<file path="src/rtl/sum_arbiter_pkg.sv">
// Shared types and defaults for the shared-adder arbiter.
package sum_arbiter_pkg;

  typedef enum logic [1:0] {
    StIdle   = 2'd0,
    StLaunch = 2'd1,
    StRun    = 2'd2
  } arb_state_e;

  localparam int unsigned DefNClients = 2;
  localparam int unsigned DefWidth    = 16;
  localparam int unsigned CountWidth  = 16;

  // Pointer width that stays >= 1 even for degenerate client counts.
  function automatic int unsigned ptr_width(input int unsigned n);
    return (n > 1) ? $clog2(n) : 1;
  endfunction

endpackage

</file>
<file path="src/rtl/sum_arbiter_rr_pick.sv">
// Combinational round-robin picker: first candidate at or after ptr_i, one-hot result.
module sum_arbiter_rr_pick
  import sum_arbiter_pkg::*;
#(
  parameter int unsigned NClients = DefNClients,
  parameter int unsigned PtrW     = ptr_width(DefNClients)
) (
  input  logic [NClients-1:0] cand_i,
  input  logic [PtrW-1:0]     ptr_i,
  output logic [NClients-1:0] grant_o,
  output logic                valid_o
);

  // Scan from the pointer, wrapping, and keep only the first hit.
  always_comb begin
    logic [PtrW-1:0] idx;
    idx     = '0;
    grant_o = '0;
    valid_o = 1'b0;
    for (int unsigned off = 0; off < NClients; off++) begin
      idx = PtrW'((32'(ptr_i) + off) % NClients);
      if (!valid_o && cand_i[idx]) begin
        grant_o[idx] = 1'b1;
        valid_o      = 1'b1;
      end
    end
  end

endmodule

</file>
<file path="src/rtl/sum_arbiter.sv">
// Round-robin owner of a single shared adder. One client holds the adder for a whole
// transaction (LAUNCH then RUN while its busy_i is high).
// Optional per-client transaction counters: define SUM_ARB_STATS_EN.
module sum_arbiter
  import sum_arbiter_pkg::*;
#(
  parameter int unsigned N_CLIENTS = DefNClients,
  parameter int unsigned WIDTH     = DefWidth
) (
  input  logic                         clk,
  input  logic                         rst,
  input  logic [N_CLIENTS-1:0]         req_i,
  output logic [N_CLIENTS-1:0]         start_o,
  input  logic [N_CLIENTS-1:0]         busy_i,
  output logic [N_CLIENTS-1:0]         grant_o,
  input  logic [N_CLIENTS*WIDTH-1:0]   sum_in_a_i,
  input  logic [N_CLIENTS*WIDTH-1:0]   sum_in_b_i,
  output logic [WIDTH-1:0]             sum_out,
  output logic                         busy,
`ifdef SUM_ARB_STATS_EN
  output logic [N_CLIENTS*CountWidth-1:0] txn_count,
`endif
  output logic                         err_o
);

  localparam int unsigned PtrW = ptr_width(N_CLIENTS);

  arb_state_e             state_q, state_d;
  logic [N_CLIENTS-1:0]   pending_q, pending_d;
  logic [N_CLIENTS-1:0]   grant_q, grant_d;
  logic [PtrW-1:0]        rr_ptr_q, rr_ptr_d;
  logic                   first_q, first_d;

  logic [N_CLIENTS-1:0]   pick_grant;
  logic                   pick_valid;
  logic [PtrW-1:0]        g_idx;
  logic                   granted_busy;
  logic                   release_run;
  logic [WIDTH-1:0]       a_sel, b_sel;

  sum_arbiter_rr_pick #(
    .NClients (N_CLIENTS),
    .PtrW     (PtrW)
  ) u_pick (
    .cand_i  (pending_q | req_i),
    .ptr_i   (rr_ptr_q),
    .grant_o (pick_grant),
    .valid_o (pick_valid)
  );

  // Encode the one-hot grant and the granted client's busy.
  always_comb begin
    g_idx = '0;
    for (int i = 0; i < int'(N_CLIENTS); i++) begin
      if (grant_q[i]) g_idx = PtrW'(i);
    end
    granted_busy = |(busy_i & grant_q);
    release_run  = (state_q == StRun) && !granted_busy;
  end

  // State register and transaction bookkeeping.
  always_ff @(posedge clk or posedge rst) begin
    if (rst) begin
      state_q   <= StIdle;
      pending_q <= '0;
      grant_q   <= '0;
      rr_ptr_q  <= '0;
      first_q   <= 1'b0;
    end else begin
      state_q   <= state_d;
      pending_q <= pending_d;
      grant_q   <= grant_d;
      rr_ptr_q  <= rr_ptr_d;
      first_q   <= first_d;
    end
  end

  // Next-state logic; a new request beats the start-clear of its pending bit.
  always_comb begin
    state_d   = state_q;
    grant_d   = grant_q;
    rr_ptr_d  = rr_ptr_q;
    first_d   = 1'b0;
    pending_d = (pending_q & ~start_o) | req_i;
    case (state_q)
      StIdle: begin
        if (pick_valid) begin
          grant_d = pick_grant;
          state_d = StLaunch;
        end
      end
      StLaunch: begin
        state_d = StRun;
        first_d = 1'b1;
      end
      StRun: begin
        if (!granted_busy) begin
          state_d  = StIdle;
          grant_d  = '0;
          rr_ptr_d = (g_idx == PtrW'(N_CLIENTS - 1)) ? '0 : g_idx + PtrW'(1);
        end
      end
      default: state_d = StIdle;
    endcase
  end

  // Outputs decoded from state; grant_q is already zero outside LAUNCH/RUN.
  always_comb begin
    start_o = (state_q == StLaunch) ? grant_q : '0;
    grant_o = grant_q;
    busy    = (state_q != StIdle);
    err_o   = release_run && first_q;
  end

  // Operand mux and the shared adder; only the granted slice can reach the sum.
  always_comb begin
    a_sel = '0;
    b_sel = '0;
    for (int i = 0; i < int'(N_CLIENTS); i++) begin
      if (grant_q[i]) begin
        a_sel = sum_in_a_i[i*WIDTH +: WIDTH];
        b_sel = sum_in_b_i[i*WIDTH +: WIDTH];
      end
    end
    sum_out = busy ? (a_sel + b_sel) : '0;
  end

`ifdef SUM_ARB_STATS_EN
  logic [N_CLIENTS-1:0][CountWidth-1:0] cnt_q, cnt_d;

  // Saturating per-client release counters, error releases included.
  always_comb begin
    cnt_d = cnt_q;
    for (int i = 0; i < int'(N_CLIENTS); i++) begin
      if (release_run && grant_q[i] && (cnt_q[i] != '1)) begin
        cnt_d[i] = cnt_q[i] + CountWidth'(1);
      end
    end
  end

  // Counter register.
  always_ff @(posedge clk or posedge rst) begin
    if (rst) cnt_q <= '0;
    else     cnt_q <= cnt_d;
  end

  assign txn_count = cnt_q;
`endif

endmodule
</file>
<file path="config.mk">
export PLATFORM = sky130hd
export DESIGN_NAME = sum_arbiter
export DESIGN_NICKNAME = d
export VERILOG_FILES = /design/src/rtl/sum_arbiter_pkg.sv /design/src/rtl/sum_arbiter_rr_pick.sv /design/src/rtl/sum_arbiter.sv
export SDC_FILE = /design/constraint.sdc
export NUM_CORES = 1
export LEC_CHECK = 0
export CAP_MARGIN = 20
export CORE_ASPECT_RATIO = 0.6
export CORE_MARGIN = 2
export CORE_UTILIZATION = 31
export CTS_BUF_LIST = sky130_fd_sc_hd__clkbuf_8
export DETAILED_ROUTE_END_ITERATION = 8
export MAX_ROUTING_LAYER = met4
export PLACE_DENSITY_LB_ADDON = 0.3
export SLEW_MARGIN = 20
export SYNTH_ARGS = -nofsm -noshare
export SYNTH_HDL_FRONTEND = slang
export SYNTH_SLANG_ARGS = --single-unit
</file>
<file path="constraint.sdc">
create_clock -name clk -period 4.7 [get_ports clk]
set_clock_uncertainty 0.15 [all_clocks]
set_input_delay 0.94 -clock clk [delete_from_list [all_inputs] [get_ports clk]]
set_output_delay 0.94 -clock clk [all_outputs]
set_load 0.03 [all_outputs]
</file>
==> reports/qor.txt <==
sequential cell area fraction in the yosys report: 0.124
placed cell count: 366
worst-case reg-to-reg path depth: 4
Worst setup SP type: input port
Die Wd: 97.2 um
Finished Layout Cells: 369
Die Footprint: 5820 sq um
status: complete, no violations
async set-reset flop share out of synthesis: 1.00
Via density: 5.60
reg-to-reg setup timing slack: 2.94 ns
IO Pins: 92
largest family of logic cells by synthesized area: compound AO/OA/AOI/OAI gates
hold endpoint: pending_q[0]
WL final: 5.87 mm
Adder-Cell Fraction of Synth Area: 0.129
cells after synthesis: 211
Internal Pwr Total: 0.905 mW
max_slew headroom: 0.658
most frequent cells in the layout: clkdlybuf4s50_1, a22o_1, nand2_1, buf_4, ha_1
Clock transition at path regs: 0.04 ns
Longest Clk Path Bufs: 2
total power: 1.94 mW
layout cells sized above 1: 0.122
ant diodes: 0
DRT antenna net count: 0
Seq pwr share: 0.063
most common cell after layout, fill and taps aside: clkdlybuf4s50_1
Detailed Route Iter0 Violations: 119
Synth Area in XOR/XNOR: 0.0217
combinational fraction of design power: 0.892
CTS tree: yes
number of global-route vias before repair: 2035
CTS Root Cell: clkbuf_8
clk_lat worst skew: 0.24 ns
Final nets: 391
P_leak: 1.15 nW
largest net degree at the start of global routing: 38
FMAX: 221 MHz
fin crit share: 0.964
PD cells: 714 nW/um^2
Ys Warns: 0
row count: 20
DP HPWL: 4.81 mm
DR vias: 2068
Vert. Die Dim: 59.9 um
P_sw: 1.04 mW
Final min period: 4.53 ns
post-synthesis mux area share: 0.0124
largest fanout on the critical path: 6
Switching Share: 0.534
area grow syn2layout: 68.3%
worst r2r src: grant_o[1]
final setup vio count: 0
Initial Util: 0.321
# DRC: 0
critical path class: input port to output pin
Avg Cell Area, Syn: 7.66 sq um
RSZ-0062 raised after global routing: false
depth of the CTS H-tree: 1
compound-cell area share of the yosys netlist: 0.427
Worst-Margin Slew: 0.513 ns
clk sinks: 8
TritonRoute pass-1 iters: 4
synthesized flop and latch total: 8
final hold vios: 0
top_reg_cell synth: dfrtp_1
CTS buffer count: 3
hold_sp: pending_q[0]
Cell Area, Synth: 1620 sq um
Clock power frac: 0.045
nature of the critical path endpoint: output pin
Core Util, Final: 0.541
Post-synth EDFFs: 0
input/output buffers: 91
total global-route track usage: 0.209
Worst VDD drop: 0.329 mV
CORE AREA: 5030 sq um
RR Endpoint: grant_o[0]
RePlAce Congestion: 0.817
WL/cell: 15.9 um
Min-Delay Path Class: register to register
first-pass GRT wire length: 9.52 mm
global route overflow: 0
Synth Area in Simple Gates: 0.229
post-synthesis cell type count: 50
Max Cap Viol: 0
Worst Hold Path Cells: 1
Post-CTS Hold Buffers: 0
final slew viol count: 0
CP required: 3.61 ns
setup bufs post-CTS: 0
initial antenna violation count: 0
crit path DAT: 3.44 ns
post-synthesis net count: 297
[state kept, by name, summed over array words and instances (netlist names)]
register and flops:
first_q 1, pending_q 2, state_q 2, rr_ptr_q 1, grant_o 2
[cell families (layout without fill, tap and decap cells)]
logic type / Yosys count / count (layout)
AOI/OAI and AO/OA: 89 / 89
xor gates and xnor gates: 4 / 4
buffers and inverters: 19 / 111
and+or+nand+nor: 73 / 73
adders and majority gates: 16 / 16
muxes: 2 / 2
DFF: 8 / 8
[Yosys cell counts, types with 3 or more instances]
master	n	share of area
xor2_1	3	0.016
a211oi_1	3	0.014
and2_1	3	0.012
nor3_1	10	0.031
inv_1	7	0.016
clkbuf_1	7	0.016
nand3_1	6	0.019
a22o_1	31	0.17
nand2b_1	3	0.012
nand2_1	18	0.042
dfrtp_1	8	0.12
o31ai_1	3	0.014
ha_1	15	0.12
o21a_1	4	0.019
nor2_1	13	0.030
o21ai_0	10	0.031
a21o_1	6	0.028
nand4_1	3	0.012
nor2b_1	6	0.023
a21oi_1	13	0.040
[cell type report]
cell class | instances | area, sq um
multi-input cells | 184 | 1350
repair buffers | 101 | 1020
flip-flops and latches | 8 | 200
fillers | 485 | 2310
clock buffers | 3 | 41.3
inverters | 7 | 26.3
well taps | 66 | 82.6
[worst max-delay path, cell delays in order]
cell and delay, ns:
clkdlybuf4s50_1 0.40, a22o_1 0.23, ha_1 0.39, a21oi_2 0.25
o21ai_0 0.16, or4_1 0.48, or3_1 0.31, nand4_1 0.14
buf_12 0.13
[power by group through the flow]
stage	Combinational (mW)	Sequential, mW	Clock (mW)
global placement	1.68	0.122	0
floorplan	1.08	0.121	0
finish	1.73	0.123	0.0868
global route	1.86	0.126	0.0913
CTS	1.72	0.122	0.0871
detailed placement	1.70	0.122	0
[per-stage QoR]
stage | worst slack (ns) | TNS [ns] | cell area [sq um] | hold WS, ns
floorplan | 0.189 | 0 | 1620 | 0.300
global placement | -0.00640 | -0.00640 | 2660 | 0.311
detailed placement | -0.0219 | -0.0219 | 2660 | 0.328
CTS | 0.0570 | 0 | 2700 | 0.337
global route | 0.0213 | 0 | 2720 | 0.357
finish | 0.167 | 0 | 2720 | 0.332
[worst max-delay path by stage]
stage	depth (start not counted)	slack [ns]	to	from
finish	9	0.17	sum_out[15]	sum_in_a_i[28]
global placement	11	-0.006	sum_out[14]	sum_in_a_i[0]
detailed placement	11	-0.02	sum_out[14]	sum_in_a_i[0]
global route	12	0.02	sum_out[8]	sum_in_a_i[16]
floorplan	12	0.19	sum_out[10]	grant_o[0]
CTS	9	0.06	sum_out[15]	sum_in_a_i[28]
[metal layers]
layer | GRT usage | part of all wire | routed length, um | vias to the layer above
li1 | - | - | - | 1009
met1 | 0.273 | 0.49 | 2860 | 960
met2 | 0.343 | 0.43 | 2540 | 97
met3 | 0.0480 | 0.078 | 456 | 2
met4 | 0.0302 | 0.0020 | 12 | 0
met5 | - | 0 | 0 | -
[timing repair]
| action | CTS | global route |
|---|---|---|
| pin swaps | 0 | 0 |
| resized for setup | 1 | 4 |
| gates cloned | 0 | 0 |
| endpoints found under the setup margin | 1 | 5 |
Note: power is estimated with default switching activity, not from simulation.
